File: config.mk
export PLATFORM = sky130hd
export DESIGN_NAME = mmio_timer
export DESIGN_NICKNAME = d
export VERILOG_FILES = /design/src/rtl/mmio_timer.sv
export SDC_FILE = /design/constraint.sdc
export NUM_CORES = 1
export LEC_CHECK = 0
export ABC_CLOCK_PERIOD_IN_PS = 4100
export CAP_MARGIN = 40
export CORE_MARGIN = 2
export CORE_UTILIZATION = 55
export DETAILED_ROUTE_END_ITERATION = 6
export GPL_TIMING_DRIVEN = 0
export PLACE_DENSITY = 0.8
export REMOVE_ABC_BUFFERS = 1
export SETUP_SLACK_MARGIN = 0.3
export SYNTH_ARGS = -nofsm -noshare
export SYNTH_HDL_FRONTEND = slang
export SYNTH_SLANG_ARGS = --single-unit
File: constraint.sdc
create_clock -name clk -period 4.1 [get_ports clk]
set_input_delay 1.23 -clock clk [delete_from_list [all_inputs] [get_ports clk]]
set_output_delay 1.23 -clock clk [all_outputs]
set_load 0.1 [all_outputs]
File: src/rtl/mmio_timer.sv
// Memory-mapped down-counting timer (CTRL/PRESET/COUNT/STATUS/PS), sticky expiry flag, maskable irq.
// Latency: register writes land on the sel&we edge; rdata and irq are combinational, zero added cycles.
// Backpressure: none, the bus is single-cycle and always accepted. Optional prescaler: TIMER_PRESCALE_EN.
module mmio_timer #(
   parameter int WIDTH    = 32,
   parameter int PS_WIDTH = 8
) (
   input  logic        clk,
   input  logic        rst,
   input  logic        sel,
   input  logic        we,
   input  logic [2:0]  addr,
   input  logic [31:0] wdata,
   output logic [31:0] rdata,
   output logic        irq
);

   typedef enum logic [1:0] {
      S_IDLE,
      S_LOAD,
      S_CNT,
      S_DONE
   } state_t;

   state_t state, state_nxt;

   logic             ctrl_en, ctrl_mode, ctrl_im;
   logic             flag;
   logic [WIDTH-1:0] preset;
   logic [WIDTH-1:0] count;

   logic wr, ctrl_wr, preset_wr, count_wr, status_wr;
   logic tick, expire, stopped;

   assign wr        = sel & we;
   assign ctrl_wr   = wr & (addr == 3'd0);
   assign preset_wr = wr & (addr == 3'd1);
   assign count_wr  = wr & (addr == 3'd2);
   assign status_wr = wr & (addr == 3'd3);

   assign stopped = (state == S_IDLE) || (state == S_DONE);
   // COUNT==0 also expires so that PRESET=0 still produces one flag per load.
   assign expire  = (state == S_CNT) && tick && (count <= WIDTH'(1));
   assign irq     = flag & ctrl_im;

`ifdef TIMER_PRESCALE_EN
   logic [PS_WIDTH-1:0] ps;
   logic [PS_WIDTH-1:0] ps_cnt;
   logic                ps_wr;

   assign ps_wr = wr & (addr == 3'd4);
   assign tick  = (ps_cnt == ps);

   // Prescale register, software writable at any time.
   always_ff @(posedge clk or posedge rst) begin
      if (rst) ps <= '0;
      else if (ps_wr) ps <= wdata[PS_WIDTH-1:0];
   end

   // Prescale counter runs 0..PS while counting and restarts on every load.
   always_ff @(posedge clk or posedge rst) begin
      if (rst) ps_cnt <= '0;
      else if (state == S_LOAD) ps_cnt <= '0;
      else if (state == S_CNT) ps_cnt <= tick ? '0 : ps_cnt + PS_WIDTH'(1);
   end
`else
   assign tick = 1'b1;
`endif

   // State register.
   always_ff @(posedge clk or posedge rst) begin
      if (rst) state <= S_IDLE;
      else     state <= state_nxt;
   end

   // Next state; a disabling CTRL write or an accepted COUNT write overrides everything.
   always_comb begin
      state_nxt = state;
      case (state)
         S_IDLE, S_DONE: if (ctrl_wr && wdata[0]) state_nxt = S_LOAD;
         S_LOAD:         state_nxt = S_CNT;
         S_CNT:          if (expire) state_nxt = ctrl_mode ? S_LOAD : S_DONE;
         default:        state_nxt = S_IDLE;
      endcase
      if (ctrl_wr && !wdata[0])  state_nxt = S_IDLE;
      else if (count_wr && stopped) state_nxt = S_IDLE;
   end

   // CTRL: software write wins; a one-shot expiry drops EN so it reads back 0.
   always_ff @(posedge clk or posedge rst) begin
      if (rst) begin
         ctrl_en   <= 1'b0;
         ctrl_mode <= 1'b0;
         ctrl_im   <= 1'b0;
      end else if (ctrl_wr) begin
         ctrl_en   <= wdata[0];
         ctrl_mode <= wdata[1];
         ctrl_im   <= wdata[2];
      end else if (expire && !ctrl_mode) begin
         ctrl_en   <= 1'b0;
      end
   end

   // PRESET: only sampled at LOAD, so writes mid-count affect the next period.
   always_ff @(posedge clk or posedge rst) begin
      if (rst) preset <= '0;
      else if (preset_wr) preset <= wdata[WIDTH-1:0];
   end

   // COUNT: reload, decrement on tick, or software write while stopped.
   always_ff @(posedge clk or posedge rst) begin
      if (rst) begin
         count <= '0;
      end else if (state == S_LOAD) begin
         count <= preset;
      end else if (state == S_CNT) begin
         if (tick) count <= (count > WIDTH'(1)) ? count - WIDTH'(1) : '0;
      end else if (count_wr) begin
         count <= wdata[WIDTH-1:0];
      end
   end

   // Sticky FLAG: expiry beats a same-edge software clear.
   always_ff @(posedge clk or posedge rst) begin
      if (rst) flag <= 1'b0;
      else if (expire) flag <= 1'b1;
      else if (status_wr && wdata[0]) flag <= 1'b0;
   end

   // Read mux from live register values; zero when not selected.
   always_comb begin
      rdata = '0;
      if (sel) begin
         case (addr)
            3'd0:    rdata = {29'd0, ctrl_im, ctrl_mode, ctrl_en};
            3'd1:    rdata = 32'(preset);
            3'd2:    rdata = 32'(count);
            3'd3:    rdata = {30'd0, (state == S_DONE), flag};
`ifdef TIMER_PRESCALE_EN
            3'd4:    rdata = 32'(ps);
`endif
            default: rdata = '0;
         endcase
      end
   end

endmodule

==> run_results.csv <==
group,metric,value,unit
layout,final_cell_mix,"dfrtp_1 (70), nor2_1 (48), buf_12 (36)",
min_path,hold_path_end,"count[18]$_DFFE_PP0P_",
clock_network,clk_pin_slew,80,ps
timing,setup_viol,0,
power,vdd_ir_drop_max,300.3,uV
min_path,whs_path_depth,2,
floorplanning,die_y,95.40,um
clock_network,insertion_delay,350,ps
min_path,hp-start,"preset[18]$_DFFE_PP0P_",
layout,layout_commonest_cell,"dfrtp_1",
timing,min_period,3699,ps
layout,fillers,546,
power,p_int,0.002101,W
setup_path,worstRegToRegCells,6,
timing,slew_violations,0,
placed_design,dp_hpwl,9465,um
global_route,grt_max_degree,46,
timing,fin_crit_sh,90.21,%
synthesis,syn-mean-instance-area,9.152,sq um
setup_path,reg2reg_slack,1090,ps
clock_network,cts.sinks,70,
placed_design,gp_congestion,0.8575,
global_route,met1_usage,40.50,%
layout,area_delta_synth_final,32.60,%
global_route,busiest_layer,"met2",
placed_design,portBuffers,71,
clock_network,hold_buffers,0,
setup_path,crit_path_max_fanout,11,
timing,clock_skew,9.816,ps
floorplanning,die_x,95.40,um
power,leakage,2.447,nW
power,clockPowerShare,17.2,%
synthesis,synth-seq-area-share,38.13,%
global_route,grt_first_pass_wirelength,22760,um
run,drv_cap,0,
timing,hold_viol_final,0,
setup_path,crit_start,"addr[1]",
layout,antenna_cells,0,
global_route,antenna_found_initial,0,
global_route,grt_usage,32.43,%
timing,fmax,270.4,MHz
min_path,hold_class,"reg -> reg",
synthesis,yosys_warnings,0,
synthesis,ys_top_cells_by_area,"dfrtp_1 (38%), mux2_2 (8.3%), a22oi_1 (4.9%)",
setup_path,critPathLaunchType,"input pin",
setup_path,path_class,"in -> out",
layout,drive_above_1_share,22.11,%
clock_network,cts_root_buf,"clkbuf_8",
floorplanning,io_pins,72,
floorplanning,rows,33,
drt,drc_errors,0,
floorplanning,core-area,8175,sq um
global_route,grt_overflow,0,
synthesis,synth.ff_latch_count,70,
drt,first_pass_iters,5,
global_route,grtUsageMet2,54.58,%
layout,fin_area,6092,sq um
clock_network,cts_tree,"done",
drt,post_drt_wl_per_cell,20.90,um
power,netSwitchingPower,0.001617,W
run_status,outcome,"finished, final reports clean",
floorplanning,initial_core_util,56.20,%
synthesis,netlist_area,4594,sq um
setup_path,end_kind,"output port",
placed_design,postPlaceCellArea,5937,sq um
setup_path,regToRegStartpoint,"state[1]$_DFFE_PP0P_",
drt,routed_via_density,6.837,
synthesis,synth_area_leader_cell,"dfrtp_1",
timing,slew_headroom,38.84,%
setup_path,critPathArrivalTime,2470,ps
clock_network,cts_max_level,3,
setup_path,cp.required,2870,ps
clock_network,cts_max_path_buffers,2,
global_route,use_met3,6.008,%
synthesis,synth_ff_type,"dfrtp_1",
clock_network,cts_buffers,9,
setup_path,r2r-end,"count[22]$_DFFE_PP0P_",
synthesis,synth-edff-count,0,
synthesis,yosysTopAreaCellShare,38.13,%
power,comb_power_share,50.1,%
drt,final_antenna_net_count,0,
timing,whs,510.6,ps
global_route,first_global_vias,4608,
timing,tightest_slew,917.4,ps
synthesis,synthCells,502,
floorplanning,die_area,9100,sq um
synthesis,async_reset_ff_share,100.0,%
power,seq_power_share,32.8,%
drt,vias,4615,
timing,rsz0062_at_grt,"no",
drt,dr.first_iter.drc_count,491,
drt,routed_wl,14110,um
synthesis,synth_cell_types,63,
power,swShare,43.50,%
power,power_density,610.3,nW/um^2
layout,nets,611,
-- worst max path at each step --
| stage | to | slack [ps] |
|---|---|---|
| after floorplan | rdata[10] | -1520 |
| after global placement | rdata[13] | -3900 |
| after detailed placement | rdata[24] | -1130 |
| after CTS | rdata[24] | 30 |
| after global routing | rdata[24] | 330 |
| final | rdata[5] | 400 |
-- synth_stat cells (all sizes together) (2+ instances only) --
master / instances
a211o: 2
a21oi: 29
a22oi: 30
a2bb2oi: 4
a31oi: 10
and2: 5
buf: 8
clkbuf: 26
dfrtp: 70
ha: 6
inv: 16
mux2: 34
mux2i: 7
mux4: 2
nand2: 31
nand2b: 9
nand4: 5
nor2: 48
nor2b: 4
nor3: 26
nor3b: 3
nor4: 9
o211ai: 3
o21a: 13
o21ai: 26
o21bai: 2
o221a: 3
o221ai: 5
o22a: 12
o2bb2a: 2
o311a: 3
o311ai: 2
o31ai: 9
or2: 3
or3: 12
or4: 6
-- flip-flops by register name (all words and copies together), names as in the netlist --
register / cells
ctrl_im: 1
flag: 1
preset: 32
state: 2
ctrl_en: 1
count: 32
ctrl_mode: 1
-- cell type report --
class                      count  area [sq um]  share of cell area, %
tap                          105         131.4                  2.157
timing repair buffer          87          1257                  20.64
multi-input combinational    382          2668                  43.79
inverter                      16         62.56                  1.027
clock inverter                 4         70.07                  1.150
clock buffer                  11         151.4                  2.485
sequential                    70          1752                  28.75
-- critical path, cell delays in order --
cell and delay (ps):
buf_4 170, nor3b_4 220, buf_6 160, buf_4 170, a22oi_1 100, nor2_1 210, buf_12 210
-- through the flow --
| stage | setup slack (ps) | cells | utilization [%] | power (W) | setup TNS, ps |
|---|---|---|---|---|---|
| after floorplan | -1525 | 468 | - | 0.002459 | -54620 |
| final | 401.5 | 675 | 74.52 | 0.003718 | 0 |
| after global routing | 329.6 | 675 | 74.52 | 0.003922 | 0 |
| after detailed placement | -1134 | 685 | 72.62 | 0.003018 | -45950 |
| after CTS | 28.25 | 676 | 74.64 | 0.003660 | 0 |
| after global placement | -3903 | 644 | 64.74 | 0.002854 | -279190 |
-- power groups by stage --
stage	clock (W)	combinational, W	sequential, W
4_1_cts	0.000640	0.00182	0.00120
3_3_place_gp	0	0.00166	0.00119
2_1_floorplan	0	0.00133	0.00113
3_5_place_dp	0	0.00180	0.00121
6_report	0.000638	0.00186	0.00122
5_1_grt	0.000669	0.00200	0.00125
-- layer usage --
layer  wire (um)  share of wire, %  vias to the layer above
met1        5500                39                     2291
li1            -                 -                     2018
met2        7057                50                      253
met3        1135               8.0                       53
met5           0                 0                        -
met4         416               2.9                        0
-- what timing repair did --
item / in CTS / in global routing
buffers inserted: 6 / 0
setup endpoints to repair: 86 / 1
resized for setup: 59 / 0
pin swaps: 1 / 0
gates cloned: 1 / 0
hold endpoints to repair: 0 / 0
-- kinds of logic (layout without fill, tap and decap cells) --
kind of cell,Yosys count,count (layout),synth area share (%)
buf+inv,50,118,4.439
compound gates,164,164,25.35
flops,70,70,38.13
fa+ha+maj,6,6,1.634
xor+xnor,2,2,0.3813
mux,43,43,10.84
simple gates,167,167,19.23
No activity file was read; power rests on OpenSTA's default activity.
